`src/rtl/encode_dense_cmd_if.sv`:
```
// ----------------------------------------------------------------------------
// encode_dense_cmd_if
//
// Bundles every signal that crosses the encode_dense_cmd boundary, apart from
// clk and rst_n. It carries two handshakes:
//   - the beat stream from the host load path: in_data / in_valid / in_ready
//   - the assembled dense command towards the decode stage: cmd_valid /
//     cmd_ready plus the bundle fields.
//
// Modports:
//   master : the encoder. It consumes beats and issues the command bundle.
//            It drives in_ready, cmd_valid and all *_out fields.
//   slave  : the surroundings, i.e. host plus decode stage. It drives
//            in_data, in_valid and cmd_ready.
//
// Vector fields (w_out, x_out, label_out) hold element i at
// bits [i*data_size +: data_size].
// ----------------------------------------------------------------------------
interface encode_dense_cmd_if #(
    parameter int size                   = 3,
    parameter int data_size              = 16,
    parameter int cost_type_size         = 8,
    parameter int dense_type_size        = 4,
    parameter int act_type_size          = 4,
    parameter int backprop_controll_size = 66
);
    // beat stream (host -> encoder)
    logic [data_size-1:0]              in_data;
    logic                              in_valid;
    logic                              in_ready;

    // command bundle (encoder -> decode stage)
    logic                              cmd_valid;
    logic                              cmd_ready;
    logic [act_type_size-1:0]          act_type_out;
    logic [dense_type_size-1:0]        dense_type_out;
    logic [cost_type_size-1:0]         cost_type_out;
    logic [size*data_size-1:0]         w_out;
    logic                              load_w_out;
    logic [size*data_size-1:0]         x_out;
    logic [size*data_size-1:0]         label_out;
    logic [backprop_controll_size-1:0] backprop_controll_out;

    modport master (
        input  in_data, in_valid, cmd_ready,
        output in_ready, cmd_valid,
        output act_type_out, dense_type_out, cost_type_out,
        output w_out, load_w_out, x_out, label_out, backprop_controll_out
    );

    modport slave (
        output in_data, in_valid, cmd_ready,
        input  in_ready, cmd_valid,
        input  act_type_out, dense_type_out, cost_type_out,
        input  w_out, load_w_out, x_out, label_out, backprop_controll_out
    );
endinterface

```
`src/rtl/encode_dense_cmd.sv`:
```
// ----------------------------------------------------------------------------
// encode_dense_cmd
//
// Host-side command encoder for the dense-layer datapath. It collects a
// stream of data_size-bit beats into one dense command and hands the bundle
// to the decode-stage register over a valid/ready handshake.
//
// Beat order of one command:
//   HDR   : act / dense / cost type fields, packed from bit 0 upwards
//   FLAGS : bit0 load_w, bit1 has_label, bit2 has_bp
//   W     : size beats, only when load_w
//   X     : size beats, always
//   LABEL : size beats, only when has_label
//   BP    : ceil(backprop_controll_size/data_size) beats, only when has_bp
//
// Ports:
//   clk    : clock, rising edge
//   rst_n  : asynchronous active-low reset; clears state and every field
//   bus    : encode_dense_cmd_if.master
//            in_data/in_valid/in_ready  beat handshake
//            cmd_valid/cmd_ready        bundle handshake
//            *_out                      bundle fields
// ----------------------------------------------------------------------------
module encode_dense_cmd #(
    parameter int size                   = 3,
    parameter int data_size              = 16,
    parameter int cost_type_size         = 8,
    parameter int dense_type_size        = 4,
    parameter int act_type_size          = 4,
    parameter int backprop_controll_size = 66
) (
    input  logic                clk,
    input  logic                rst_n,
    encode_dense_cmd_if.master  bus
);

    localparam int VEC_W     = size * data_size;
    localparam int BP_BEATS  = (backprop_controll_size + data_size - 1) / data_size;
    localparam int BP_EXT_W  = BP_BEATS * data_size;
    localparam int MAX_BEATS = (size > BP_BEATS) ? size : BP_BEATS;
    localparam int CNT_W     = $clog2(MAX_BEATS + 1);

    typedef enum logic [2:0] {
        S_HDR,
        S_FLAGS,
        S_W,
        S_X,
        S_LABEL,
        S_BP,
        S_ISSUE
    } state_e;

    // ------------------------------------------------------------------------
    // Registers (q) and their next values (d)
    // ------------------------------------------------------------------------
    state_e                            state_q,     state_d;
    logic [CNT_W-1:0]                  beat_cnt_q,  beat_cnt_d;
    logic                              in_ready_q,  in_ready_d;
    logic                              cmd_valid_q, cmd_valid_d;
    logic                              has_label_q, has_label_d;
    logic                              has_bp_q,    has_bp_d;

    logic [act_type_size-1:0]          act_q,       act_d;
    logic [dense_type_size-1:0]        dense_q,     dense_d;
    logic [cost_type_size-1:0]         cost_q,      cost_d;
    logic [VEC_W-1:0]                  w_q,         w_d;
    logic                              load_w_q,    load_w_d;
    logic [VEC_W-1:0]                  x_q,         x_d;
    logic [VEC_W-1:0]                  label_q,     label_d;
    logic [backprop_controll_size-1:0] bp_q,        bp_d;

    logic accept;
    logic last_vec_beat;
    logic last_bp_beat;

    // Write one element of a packed vector. The loop keeps every part-select
    // index constant, which synthesises to a plain per-element enable.
    function automatic logic [VEC_W-1:0] put_elem(
        input logic [VEC_W-1:0]     vec,
        input logic [CNT_W-1:0]     idx,
        input logic [data_size-1:0] val
    );
        logic [VEC_W-1:0] res;
        res = vec;
        for (int j = 0; j < size; j++) begin
            if (int'(idx) == j) begin
                res[j*data_size +: data_size] = val;
            end
        end
        return res;
    endfunction

    // Write one backprop beat. The bundle is widened to a whole number of
    // beats so the last beat can be written in full; whatever lands at or
    // above backprop_controll_size is then dropped by the narrowing.
    function automatic logic [backprop_controll_size-1:0] put_bp(
        input logic [backprop_controll_size-1:0] vec,
        input logic [CNT_W-1:0]                  idx,
        input logic [data_size-1:0]              val
    );
        logic [BP_EXT_W-1:0] ext;
        ext = BP_EXT_W'(vec);
        for (int k = 0; k < BP_BEATS; k++) begin
            if (int'(idx) == k) begin
                ext[k*data_size +: data_size] = val;
            end
        end
        return ext[backprop_controll_size-1:0];
    endfunction

    // ------------------------------------------------------------------------
    // Next-state and field-update logic
    // ------------------------------------------------------------------------
    always_comb begin
        state_d     = state_q;
        has_label_d = has_label_q;
        has_bp_d    = has_bp_q;
        act_d       = act_q;
        dense_d     = dense_q;
        cost_d      = cost_q;
        w_d         = w_q;
        load_w_d    = load_w_q;
        x_d         = x_q;
        label_d     = label_q;
        bp_d        = bp_q;

        // in_ready_q is already 0 in ISSUE and during the first cycle after
        // reset release, so it alone qualifies the beat handshake.
        accept        = bus.in_valid && in_ready_q;
        last_vec_beat = (beat_cnt_q == CNT_W'(size - 1));
        last_bp_beat  = (beat_cnt_q == CNT_W'(BP_BEATS - 1));

        unique case (state_q)
            S_HDR: begin
                if (accept) begin
                    act_d   = bus.in_data[0 +: act_type_size];
                    dense_d = bus.in_data[act_type_size +: dense_type_size];
                    cost_d  = bus.in_data[act_type_size + dense_type_size +: cost_type_size];
                    state_d = S_FLAGS;
                end
            end

            S_FLAGS: begin
                if (accept) begin
                    load_w_d    = bus.in_data[0];
                    has_label_d = bus.in_data[1];
                    has_bp_d    = bus.in_data[2];
                    // Optional sections that are absent must not leak stale
                    // data from the previous command; weights are the
                    // exception and are deliberately retained.
                    if (!bus.in_data[1]) label_d = '0;
                    if (!bus.in_data[2]) bp_d    = '0;
                    state_d = bus.in_data[0] ? S_W : S_X;
                end
            end

            S_W: begin
                if (accept) begin
                    w_d = put_elem(w_q, beat_cnt_q, bus.in_data);
                    if (last_vec_beat) state_d = S_X;
                end
            end

            S_X: begin
                if (accept) begin
                    x_d = put_elem(x_q, beat_cnt_q, bus.in_data);
                    if (last_vec_beat) begin
                        if (has_label_q)   state_d = S_LABEL;
                        else if (has_bp_q) state_d = S_BP;
                        else               state_d = S_ISSUE;
                    end
                end
            end

            S_LABEL: begin
                if (accept) begin
                    label_d = put_elem(label_q, beat_cnt_q, bus.in_data);
                    if (last_vec_beat) state_d = has_bp_q ? S_BP : S_ISSUE;
                end
            end

            S_BP: begin
                if (accept) begin
                    bp_d = put_bp(bp_q, beat_cnt_q, bus.in_data);
                    if (last_bp_beat) state_d = S_ISSUE;
                end
            end

            S_ISSUE: begin
                if (cmd_valid_q && bus.cmd_ready) state_d = S_HDR;
            end

            default: state_d = S_HDR;
        endcase

        // Counter restarts on every state entry, so each section indexes its
        // beats from zero without any explicit wrap.
        if (state_d != state_q) begin
            beat_cnt_d = '0;
        end else if (accept) begin
            beat_cnt_d = beat_cnt_q + CNT_W'(1);
        end else begin
            beat_cnt_d = beat_cnt_q;
        end

        // Handshake outputs are registered from the next state, so cmd_valid
        // rises together with the ISSUE entry, one cycle after the last beat.
        in_ready_d  = (state_d != S_ISSUE);
        cmd_valid_d = (state_d == S_ISSUE);
    end

    // ------------------------------------------------------------------------
    // State and field registers
    // ------------------------------------------------------------------------
    always_ff @(posedge clk or negedge rst_n) begin
        if (!rst_n) begin
            state_q     <= S_HDR;
            beat_cnt_q  <= '0;
            in_ready_q  <= 1'b0;
            cmd_valid_q <= 1'b0;
            has_label_q <= 1'b0;
            has_bp_q    <= 1'b0;
            act_q       <= '0;
            dense_q     <= '0;
            cost_q      <= '0;
            w_q         <= '0;
            load_w_q    <= 1'b0;
            x_q         <= '0;
            label_q     <= '0;
            bp_q        <= '0;
        end else begin
            state_q     <= state_d;
            beat_cnt_q  <= beat_cnt_d;
            in_ready_q  <= in_ready_d;
            cmd_valid_q <= cmd_valid_d;
            has_label_q <= has_label_d;
            has_bp_q    <= has_bp_d;
            act_q       <= act_d;
            dense_q     <= dense_d;
            cost_q      <= cost_d;
            w_q         <= w_d;
            load_w_q    <= load_w_d;
            x_q         <= x_d;
            label_q     <= label_d;
            bp_q        <= bp_d;
        end
    end

    // ------------------------------------------------------------------------
    // Outputs
    // ------------------------------------------------------------------------
    assign bus.in_ready              = in_ready_q;
    assign bus.cmd_valid             = cmd_valid_q;
    assign bus.act_type_out          = act_q;
    assign bus.dense_type_out        = dense_q;
    assign bus.cost_type_out         = cost_q;
    assign bus.w_out                 = w_q;
    assign bus.load_w_out            = load_w_q;
    assign bus.x_out                 = x_q;
    assign bus.label_out             = label_q;
    assign bus.backprop_controll_out = bp_q;

endmodule

```
`src/flat_wrapper.sv`:
```
// flat-port wrapper written by rule: the top's interface ports become plain ports
module encode_dense_cmd_flat 
#(
    parameter int size                   = 3,
    parameter int data_size              = 16,
    parameter int cost_type_size         = 8,
    parameter int dense_type_size        = 4,
    parameter int act_type_size          = 4,
    parameter int backprop_controll_size = 66
)
  (clk, rst_n, bus_in_data, bus_in_valid, bus_cmd_ready, bus_in_ready, bus_cmd_valid, bus_act_type_out, bus_dense_type_out, bus_cost_type_out, bus_w_out, bus_load_w_out, bus_x_out, bus_label_out, bus_backprop_controll_out);
  encode_dense_cmd_if #(.size(size), .data_size(data_size), .cost_type_size(cost_type_size), .dense_type_size(dense_type_size), .act_type_size(act_type_size), .backprop_controll_size(backprop_controll_size)) bus_i ();
  input  logic clk;
  input  logic rst_n;
  input wire logic [$bits(bus_i.in_data)-1:0] bus_in_data;
  input wire logic [$bits(bus_i.in_valid)-1:0] bus_in_valid;
  input wire logic [$bits(bus_i.cmd_ready)-1:0] bus_cmd_ready;
  output wire logic [$bits(bus_i.in_ready)-1:0] bus_in_ready;
  output wire logic [$bits(bus_i.cmd_valid)-1:0] bus_cmd_valid;
  output wire logic [$bits(bus_i.act_type_out)-1:0] bus_act_type_out;
  output wire logic [$bits(bus_i.dense_type_out)-1:0] bus_dense_type_out;
  output wire logic [$bits(bus_i.cost_type_out)-1:0] bus_cost_type_out;
  output wire logic [$bits(bus_i.w_out)-1:0] bus_w_out;
  output wire logic [$bits(bus_i.load_w_out)-1:0] bus_load_w_out;
  output wire logic [$bits(bus_i.x_out)-1:0] bus_x_out;
  output wire logic [$bits(bus_i.label_out)-1:0] bus_label_out;
  output wire logic [$bits(bus_i.backprop_controll_out)-1:0] bus_backprop_controll_out;
  assign bus_i.in_data = bus_in_data;
  assign bus_i.in_valid = bus_in_valid;
  assign bus_i.cmd_ready = bus_cmd_ready;
  assign bus_in_ready = bus_i.in_ready;
  assign bus_cmd_valid = bus_i.cmd_valid;
  assign bus_act_type_out = bus_i.act_type_out;
  assign bus_dense_type_out = bus_i.dense_type_out;
  assign bus_cost_type_out = bus_i.cost_type_out;
  assign bus_w_out = bus_i.w_out;
  assign bus_load_w_out = bus_i.load_w_out;
  assign bus_x_out = bus_i.x_out;
  assign bus_label_out = bus_i.label_out;
  assign bus_backprop_controll_out = bus_i.backprop_controll_out;
  encode_dense_cmd #(.size(size), .data_size(data_size), .cost_type_size(cost_type_size), .dense_type_size(dense_type_size), .act_type_size(act_type_size), .backprop_controll_size(backprop_controll_size)) u_core (.clk(clk), .rst_n(rst_n), .bus(bus_i));
endmodule
```
`config.mk`:
```
export PLATFORM = sky130hd
export DESIGN_NAME = encode_dense_cmd_flat
export DESIGN_NICKNAME = d
export VERILOG_FILES = /design/src/rtl/encode_dense_cmd_if.sv /design/src/rtl/encode_dense_cmd.sv /design/src/flat_wrapper.sv
export SDC_FILE = /design/constraint.sdc
export NUM_CORES = 1
export LEC_CHECK = 0
export CORE_ASPECT_RATIO = 1.4
export CORE_MARGIN = 8
export CORE_UTILIZATION = 30
export DETAILED_ROUTE_END_ITERATION = 10
export GPL_TIMING_DRIVEN = 0
export PLACE_DENSITY = 0.65
export SYNTH_ARGS = -nofsm -noshare
export SYNTH_HDL_FRONTEND = slang
export SYNTH_SLANG_ARGS = --single-unit
```
`constraint.sdc`:
```
create_clock -name clk -period 1.94 [get_ports clk]
set_input_delay 0.388 -clock clk [delete_from_list [all_inputs] [get_ports clk]]
set_output_delay 0.388 -clock clk [all_outputs]
set_load 0.1 [all_outputs]
```
-- Word level (Yosys, flattened, before mapping)
Index checks and enable logic that the tools add are counted.
- add/sub/neg operators: 1
- equality and inequality tests: 28
- muxes and demuxes: 30
- reductions and logical operators: 23
- operators by type and width (cell ; number):
    $mux 66 ; 3
    $mux 48 ; 3
    $pmux 66 s2 ; 1
    $pmux 48 s2 ; 1
    $mux 16 ; 4
    $mux 3 ; 14
    $reduce_and 5->1 ; 8
    $eq 3x3->1 const B ; 8
    $ne 2x1->1 const B ; 11
    $pmux 3 s7 ; 1
    $reduce_and 3->1 ; 6
    $eq 3x2->1 const B ; 4
    $logic_not 3->1 ; 2
    $reduce_bool 2->1 ; 3
    $mux 2 ; 2
    $ne 2x2->1 const B ; 2
    $reduce_and 2->1 ; 2
    $add 3x1->3 const B ; 1
    $eq 3x1->1 const B ; 1
    $ne 3x3->1 ; 1
    $ne 3x3->1 const B ; 1
    $logic_and 1x1->1 ; 2
    $mux 1 ; 1
- flip-flop bits (word level): 237
- bits of input ports: 20
- output and inout port bits: 229
- word-level logic and storage cells: 106

-- Depth between registers and ports, before layout
Gate-level depths: netlist of the first run.
- depth in word-level cells: 7
- mapped depth: 7
- gate-level depth less buffers: 6

-- Least setup slack after synthesis of the first run
OpenSTA, ideal clock, no wires.
- path kind: register -> register
- from: reg u_core.in_ready_q, in the netlist u_core.bus.in_ready
- to: reg u_core.w_q[37], in the netlist u_core.bus.w_out[37]
- setup time: 125 ps
- arrival: 2319 ps
- required time: 1815 ps
- path slack: -504 ps
- stages on the path, launching flop included: 7
- buffers on the path: 3
- period minus slack after synthesis: 2444 ps
- cells stage by stage: dfrtp_1 -> buf_4 -> nand4b_4 -> or3_1 -> buf_2 -> buf_6 -> mux2_4
- cells in the longest elaborated chain, start to end: 2
- ends and longest elaborated chain (what ; RTL line ; RTL):
    from (decl) ; encode_dense_cmd.sv:58 ; logic in_ready_q, in_ready_d;
    from (signal assigned) ; encode_dense_cmd.sv:234 ; in_ready_q <= in_ready_d;
    $logic_and 1x1->1 ; encode_dense_cmd.sv:129 ; accept = bus.in_valid && in_ready_q;
    $reduce_and 3->1 (no line) ; n/a ;
    to (signal assigned) ; encode_dense_cmd.sv:241 ; w_q <= w_d;
    to (decl) ; encode_dense_cmd.sv:66 ; logic [VEC_W-1:0] w_q, w_d;
Every way passes these cells.
A chain may end at the register's enable or synchronous reset.

-- Worst setup path in the final report of the first run
- from: reg u_core.beat_cnt_q[1]
- to: reg u_core.w_q[26], in the netlist u_core.bus.w_out[26]
- cells in the longest elaborated chain, start to end: 2
- ends and longest elaborated chain (what ; RTL line ; RTL):
    from (decl) ; encode_dense_cmd.sv:57 ; logic [CNT_W-1:0] beat_cnt_q, beat_cnt_d;
    from (signal assigned) ; encode_dense_cmd.sv:233 ; beat_cnt_q <= beat_cnt_d;
    $eq 3x2->1 ; encode_dense_cmd.sv:86 ; if (int'(idx) == j) begin
    $reduce_and 3->1 (no line) ; n/a ;
Every way passes these cells.

==> impl_metrics.py, run 1 <==
metrics = {
    "timing": {
        "tns_ns": 0,
        "slew_headroom_pct": 57.93,
        "setup_violations": 0,
        "skew_ns": 0.007875,
        "max_freq_mhz": 517.2,
        "rsz0062_at_grt": "yes",
        "tightest_slew_ns": 0.6310,
        "period_minus_slack_ns": 1.934,
        "hold_viol": 0,
        "finalCritPeriodShare_pct": 99.67,
        "report.final.slew_viol_count": 0,
    },
    "layout": {
        "drive_above_1_share_pct": 60.30,
        "mostFrequentLayoutCell": "dfrtp_1",
        "insertedDiodeCount": 0,
        "finalNetCount": 934,
        "area_delta_synth_final_pct": 48.47,
        "fill_cells": 2830,
        "layout_common_cells": "236 x dfrtp_1, 228 x clkdlybuf4s15_2, 184 x mux2_2",
        "final_util_pct": 44.85,
    },
    "floorplan": {
        "pin_count": 249,
        "rows": 77,
        "die_x_um": 166.3,
        "core-area_um2": 31410,
        "die_height_um": 226.4,
        "dieArea_um2": 37650,
        "start_util_pct": 30.20,
    },
    "logic_synthesis": {
        "seq_area_frac_synth_pct": 62.52,
        "synth_top_cell_by_area": "dfrtp_1",
        "synth_area_per_cell_um2": 15.58,
        "ys_warn_count": 0,
        "synth_nets": 634,
        "synth.area.mux_share_pct": 25.40,
        "synthAdderAreaFrac_pct": 0.6595,
        "synthArstFlopShare_pct": 100.0,
        "yosysTopAreaCellShare_pct": 62.52,
        "synth_area_um2": 9487,
        "synth_edf_count": 0,
        "synth_seq_cells": 237,
        "synth_cell_type_count": 50,
        "yosys.area_share.simple_pct": 5.144,
        "synth-xor-area-share_pct": 0.09232,
        "synth_ff_type": "dfrtp_1",
        "ys_top_cells_by_area": "dfrtp_1 63%, mux2_2 23%, mux2_4 1.9%, a22o_1 1.5%, and2_1 1.2%",
        "synth_compound_area_share_pct": 3.719,
        "synth_top_family_by_area": "multiplexers",
        "syn_inst": 609,
    },
    "worst_setup_path": {
        "startpoint_type": "flip-flop",
        "cp-end-kind": "flip-flop",
        "crit_fanout": 10,
        "cp_slowest_cell": "dfrtp_1",
        "crit_type": "reg2reg",
        "crit_required_ns": 2.34,
        "slowest_delay_ns": 0.39,
        "path_cells": "inv_2 > ha_2 > nand4b_4 > or3_4 > buf_6 > buf_6 > mux2_1",
        "cp_common_cell": "buf_6",
        "arrival_ns": 2.33,
    },
    "job": {
        "cap_violations": 0,
    },
    "global_route": {
        "grt_pass1_vias": 6658,
        "grt_usage_pct": 15.07,
        "antenna_found_initial": 0,
        "grt_first_pass_wirelength_mm": 43.74,
        "overflow": 0,
        "grt_max_degree": 108,
    },
    "drt": {
        "post_drt_via_cell_ratio": 4.787,
        "vias": 6328,
        "wl_per_cell_um": 21.98,
        "drt_first_pass_iters": 5,
        "drcViolationCount": 0,
        "drt_iter0_drc": 382,
        "wl_mm": 29.05,
        "ant_nets": 0,
    },
    "cts": {
        "cts.sinks": 237,
        "clk_path_buf_depth": 3,
        "clk_pin_slew_ns": 0.06,
        "root_buffer": "clkbuf_16",
        "clk_latency_ns": 0.52,
        "tritoncts": "built",
        "cts_max_level": 1,
        "cts_buffers": 25,
    },
    "outcome": {
        "outcome": "finished, final reports clean",
    },
    "place": {
        "portBuffers": 247,
        "place.gp.congestion": 0.8475,
        "hpwl_mm": 20.89,
    },
    "hold_path": {
        "hold_path.class": "in2async",
    },
}
[metrics by stage]
step,hold WS (ns),area [um^2],cells,setup slack (ns)
4_1_cts,0.2845,13960,1317,-0.04345
3_5_place_dp,0.2574,12590,1253,-0.4449
6_report,0.3035,14080,1322,0.006398
5_1_grt,0.3110,14080,1322,-0.04924
3_3_place_gp,0.4774,12530,1251,-11.40
2_1_floorplan,0.09241,9568,609,-0.07816
[Yosys cell counts, drive strengths merged, types with 2 or more instances]
cell type and instances:
nand2 5, nand4b 3, nor3 3, mux2 210
nand2b 4, o21ai 5, a211o 3, nand3 2
a21oi 7, a22o 16, buf 24, or3 3
a2111oi 2, and2 18, dfrtp 237, inv 5
clkbuf 11, ha 5, a32o 2, and3 18
nand3b 2, nor3b 2, nor2 7
[sequential cells by signal, indices dropped and copies added, names as in the netlist]
name	flops
u_core.bus.cmd_valid	1
u_core.beat_cnt_q	3
u_core.bus.w_out	48
u_core.bus.in_ready	1
u_core.bus.load_w_out	1
u_core.has_bp_q	1
u_core.bus.cost_type_out	8
u_core.state_q	3
u_core.bus.dense_type_out	4
u_core.bus.x_out	48
u_core.bus.backprop_controll_out	66
u_core.has_label_q	1
u_core.bus.label_out	48
u_core.bus.act_type_out	4
[cells by family after synthesis]
kind of cell | after synthesis
and+or+nand+nor | 73
buffers and inverters | 40
xor gates and xnor gates | 1
AOI/OAI and AO/OA | 43
DFF | 237
adders and majority gates | 5
muxes | 210
[critical path: cells and delay by family (launching register included)]
kind          cells  cell delay, ns
buf+inv           3            0.39
mux               1            0.31
simple gates      2            0.52
fa+ha+maj         1            0.20
flops             1            0.39
[cell type report]
class	instances	area (um^2)	share of cell area (%)
clock inverters	18	177.7	1.261
well taps	395	494.2	3.509
plain buffers	34	295.3	2.096
clock buffers	27	633.1	4.495
flip-flops and latches	237	5934	42.13
multi-input cells	332	3498	24.84
inverters	5	18.77	0.1333
repair buffers	274	3033	21.53
[worst paths after layout]
path | cells past startpoint | start | endpoint | slack [ns]
setup / recovery | 7 | u_core.beat_cnt_q[1] | u_core.bus.w_out[26] | 0.006
hold reg to reg | 1 | u_core.bus.w_out[26] | u_core.bus.w_out[26] | 0.50
hold / removal | 2 | rst_n | u_core.bus.backprop_controll_out[49] | 0.30
max in group asynchronous | 4 | rst_n | u_core.bus.w_out[43] | 0.39
min in group clk | 3 | bus_in_valid | u_core.beat_cnt_q[2] | 0.33
setup reg to reg | 7 | u_core.beat_cnt_q[1] | u_core.bus.w_out[26] | 0.006
[per-layer routing]
metal | vias to the layer above | GRT usage (%) | routed length (um)
li1 | 2787 | - | -
met1 | 3271 | 17.71 | 11660
met2 | 226 | 27.02 | 14960
met3 | 44 | 3.293 | 1692
met4 | 0 | 4.981 | 742
met5 | - | 0 | 0
[what timing repair did]
action	4_1_cts	5_1_grt
resized for setup	713	25
setup buffers	18	5
cloned	0	1
endpoints found under the hold margin	29	0
hold buffers	1	0
endpoints found under the setup margin	398	114
pin swaps	11	3
Power of run 1 is left out: the tool's default activity adds up to more than one toggle a clock period on the data nets, which glitch-free logic cannot reach.
==> run 2, diff against run 1 <==
SKIP_CTS_REPAIR_TIMING = 1   (was default)
==> run 2 against run 1 <==
Effect of this change:
- the run now ends with setup timing left
- critical path type unchanged
- global-route usage is 0.30 points lower
- setup slack worse by 0.014 ns
- cell count increased by 1.1%
- clock-buffer cell count unchanged
- register-to-register slack about the same
==> impl_metrics.py, run 2 (synthesis results as in run 1) <==
metrics = {
    "outcome": {
        "outcome": "finished, violations left",
        "violations": "setup timing",
    },
    "drt": {
        "ant_nets": 0,
        "post_drt_via_cell_ratio": 4.782,
        "wl_per_cell_um": 21.61,
        "wl_mm": 28.87,
        "drcViolationCount": 0,
        "drt_iter0_drc": 303,
        "vias": 6389,
        "drt_first_pass_iters": 4,
    },
    "floorplan": {
        "rows": 77,
        "start_util_pct": 30.20,
        "die_height_um": 226.4,
        "die_x_um": 166.3,
        "pin_count": 249,
        "core-area_um2": 31410,
        "dieArea_um2": 37650,
    },
    "timing": {
        "period_minus_slack_ns": 1.948,
        "tightest_slew_ns": 0.6469,
        "finalCritPeriodShare_pct": 100.4,
        "worst_slack_ns": -0.007647,
        "setup_violations": 5,
        "report.final.slew_viol_count": 0,
        "slew_headroom_pct": 56.87,
        "max_freq_mhz": 513.4,
        "hold_viol": 0,
        "tns_ns": -0.03002,
        "skew_ns": 0.008702,
        "rsz0062_at_grt": "yes",
    },
    "layout": {
        "layout_common_cells": "236 x dfrtp_1, 231 x clkbuf_2, 184 x mux2_2",
        "drive_above_1_share_pct": 60.89,
        "seq_area_um2": 5934,
        "largest_reg_flops": 66,
        "insertedDiodeCount": 0,
        "finalNetCount": 948,
        "multiInputGateArea_um2": 3510,
        "fill_cells": 3004,
        "mostFrequentLayoutCell": "dfrtp_1",
        "area_delta_synth_final_pct": 34.77,
    },
    "worst_setup_path": {
        "crit_fanout": 10,
        "slowest_delay_ns": 0.43,
        "crit_type": "reg2reg",
        "startpoint_type": "flip-flop",
        "arrival_ns": 2.35,
        "crit_required_ns": 2.34,
        "r2r_cells": 7,
        "path_cells": "inv_2 > ha_4 > nand4b_4 > or3_4 > buf_6 > buf_12 > mux2_4",
        "cp-end-kind": "flip-flop",
        "cp_slowest_cell": "dfrtp_1",
    },
    "global_route": {
        "overflow": 0,
        "grt_first_pass_wirelength_mm": 43.01,
        "grt_max_degree": 108,
        "grt_pass1_vias": 6545,
        "antenna_found_initial": 0,
        "grt_usage_pct": 14.77,
    },
    "cts": {
        "cts_max_level": 1,
        "clk_path_buf_depth": 3,
        "tritoncts": "built",
        "clk_latency_ns": 0.52,
        "root_buffer": "clkbuf_16",
        "cts.sinks": 237,
        "cts_buffers": 25,
        "clk_pin_slew_ns": 0.06,
    },
    "hold_path": {
        "hold_path.class": "in2async",
    },
    "place": {
        "place.gp.congestion": 0.8475,
        "hpwl_mm": 20.89,
        "portBuffers": 247,
    },
    "job": {
        "cap_violations": 0,
    },
}
-- run 2: layer usage --
metal | part of all wire [%] | track usage (%) | vias to the layer above
li1 | - | - | 2818
met1 | 40 | 17.42 | 3310
met2 | 51 | 26.52 | 217
met3 | 5.6 | 3.258 | 44
met4 | 2.7 | 4.573 | 0
met5 | 0 | 0 | -
-- run 2: metrics by stage --
stage	cell area, um^2	worst slack (ns)	hold WS [ns]	cells	utilization, %
after CTS	13410	-0.5778	-0.3052	1298	42.68
after global routing	12780	-0.06393	0.3109	1336	40.71
after detailed placement	12590	-0.4449	0.2574	1253	40.10
after global placement	12530	-11.40	0.4774	1251	39.91
after floorplan	9568	-0.07816	0.09241	609	-
final	12780	-0.007647	0.3047	1336	40.71
-- run 2: area by class of cell --
class / instances / area share [%]
Inverter: 5 / 0.1468
Buffer: 35 / 2.574
Clock inverter: 18 / 1.390
Sequential cell: 237 / 46.42
Timing Repair Buffer: 287 / 13.20
Tap cell: 395 / 3.866
Clock buffer: 27 / 4.952
Multi-Input combinational cell: 332 / 27.45
-- run 2: worst paths after layout --
check / start / to / slack [ns]
worst max-delay path: u_core.beat_cnt_q[0] / u_core.bus.w_out[44] / -0.008
worst min-delay path: rst_n / u_core.bus.backprop_controll_out[49] / 0.30
worst max register to register: u_core.beat_cnt_q[0] / u_core.bus.w_out[44] / -0.008
worst min register to register: u_core.bus.w_out[29] / u_core.bus.w_out[29] / 0.50
max in group asynchronous: rst_n / u_core.bus.w_out[43] / 0.39
min in group clk: bus_in_valid / u_core.beat_cnt_q[2] / 0.34
-- run 2: worst max-delay path, delay by kind of cell (launching register included) --
kind                     cells  cell delay (ns)
adder cells (fa/ha/maj)      1             0.15
flip-flops                   1             0.43
buffers and inverters        3             0.44
multiplexers                 1             0.29
AND/OR/NAND/NOR              2             0.50
Power of run 2 is left out for the same reason.
==> run 3, diff against run 2 <==
CTS_BUF_LIST = sky130_fd_sc_hd__clkbuf_16   (was default)
==> run 3 against run 2 <==
Effect of this change:
- the run still ends with setup timing left
- first-iteration DRC count is 9.2% higher
- setup slack better by 0.0016 ns
- fmax hardly changed
- non-clock buffer count stayed put
- design area stayed put
- critical path type unchanged
- largest cell class unchanged
==> impl_metrics.py, run 3 (synthesis results as in run 1) <==
metrics = {
    "worst_setup_path": {
        "cp-end-kind": "flip-flop",
        "r2r-start": "u_core.beat_cnt_q[0]",
        "reg2reg_to": "u_core.bus.w_out[44]",
        "ff2ff_setup_slack_ns": -0.006,
        "crit_fanout": 10,
        "crit_required_ns": 2.34,
        "worstSetupStartpoint": "u_core.beat_cnt_q[0]",
        "crit_type": "reg2reg",
        "crit_family": "simple AND/OR/NAND/NOR gates",
        "cp_slowest_cell": "dfrtp_1",
        "cp.depth": 7,
        "path_cells": "inv_2 > ha_4 > nand4b_4 > or3_4 > buf_6 > buf_12 > mux2_4",
        "startpoint_type": "flip-flop",
        "arrival_ns": 2.34,
        "critPathCapture": "u_core.bus.w_out[44]",
        "critPathBufInv": 3,
        "r2r_cells": 7,
        "slowest_delay_ns": 0.43,
    },
    "drt": {
        "wl_mm": 28.80,
        "drcViolationCount": 0,
        "post_drt_via_cell_ratio": 4.775,
        "drt_first_pass_iters": 4,
        "drt_iter0_drc": 331,
        "ant_nets": 0,
        "wl_per_cell_um": 21.55,
        "vias": 6379,
    },
    "cts": {
        "clk_latency_ns": 0.52,
        "clk_path_buf_depth": 3,
        "tritoncts": "built",
        "cts.sinks": 237,
        "cts_buffers": 25,
        "clk_pin_slew_ns": 0.06,
        "root_buffer": "clkbuf_16",
        "cts_max_level": 1,
    },
    "timing": {
        "hold_viol": 0,
        "rsz0062_at_grt": "yes",
        "slew_headroom_pct": 58.09,
        "finalCritPeriodShare_pct": 100.3,
        "tightest_slew_ns": 0.6286,
        "worst_slack_ns": -0.006020,
        "max_freq_mhz": 513.9,
        "report.final.slew_viol_count": 0,
        "tns_ns": -0.02231,
        "setup_violations": 5,
        "skew_ns": 0.009746,
        "period_minus_slack_ns": 1.946,
    },
    "outcome": {
        "violations": "setup timing",
        "outcome": "finished, violations left",
    },
    "global_route": {
        "grt_pass1_vias": 6549,
        "gr-usage-met1_pct": 17.41,
        "antenna_found_initial": 0,
        "overflow": 0,
        "use_met3_pct": 3.258,
        "busiest_layer": "met2",
        "grt_usage_pct": 14.77,
        "grt_max_degree": 108,
        "grt.met2_usage_pct": 26.52,
        "grt_first_pass_wirelength_mm": 42.99,
    },
    "floorplan": {
        "pin_count": 249,
        "dieArea_um2": 37650,
        "core-area_um2": 31410,
        "die_height_um": 226.4,
        "die_x_um": 166.3,
        "start_util_pct": 30.20,
        "rows": 77,
    },
    "layout": {
        "multiInputGateArea_um2": 3510,
        "final_area_um2": 12780,
        "insertedDiodeCount": 0,
        "drive_above_1_share_pct": 60.89,
        "mostFrequentLayoutCell": "dfrtp_1",
        "largest_reg_flops": 66,
        "seq_area_um2": 5934,
        "finalNetCount": 948,
        "fill_cells": 3004,
        "area_delta_synth_final_pct": 34.77,
        "layout_common_cells": "236 x dfrtp_1, 231 x clkbuf_2, 184 x mux2_2",
        "final_cells": 1336,
    },
    "job": {
        "cap_violations": 0,
    },
    "place": {
        "hpwl_mm": 20.89,
        "post-place-cells": 1253,
        "pre_cts_ws_ns": -0.4449,
        "portBuffers": 247,
        "place_area_um2": 12590,
        "place.gp.congestion": 0.8475,
    },
    "hold_path": {
        "hold_path.class": "in2async",
    },
}
-- run 3: routing by layer --
layer / vias to the layer above / share of wire, % / wire length [um]
li1: 2824 / - / -
met1: 3294 / 40 / 11620
met2: 216 / 51 / 14770
met3: 45 / 5.7 / 1630
met4: 0 / 2.7 / 777
met5: - / 0 / 0
-- run 3: how the worst min path moves through the flow --
| stage | endpoint | slack (ns) | cells after the start |
|---|---|---|---|
| 4_1_cts | u_core.bus.backprop_controll_out[49] | -0.31 | 1 |
| 6_report | u_core.bus.backprop_controll_out[49] | 0.31 | 2 |
| 2_1_floorplan | u_core.beat_cnt_q[0] | 0.09 | 0 |
| 3_3_place_gp | u_core.bus.w_out[26] | 0.48 | 1 |
| 3_5_place_dp | u_core.bus.backprop_controll_out[49] | 0.26 | 1 |
| 5_1_grt | u_core.bus.backprop_controll_out[48] | 0.31 | 2 |
-- run 3: through the flow --
step	util, %	hold WS, ns
after floorplan	-	0.09241
after global placement	39.91	0.4774
after detailed placement	40.10	0.2574
after CTS	42.68	-0.3052
after global routing	40.71	0.3109
final	40.71	0.3053
-- run 3: area by class of cell --
cell class | count | share of cell area (%)
buffer | 35 | 2.574
clock buffer | 25 | 4.893
clock inverter | 20 | 1.448
inverter | 5 | 0.1468
multi-input combinational | 332 | 27.45
sequential | 237 | 46.42
tap | 395 | 3.866
timing repair buffer | 287 | 13.20
Power of run 3 is left out for the same reason.
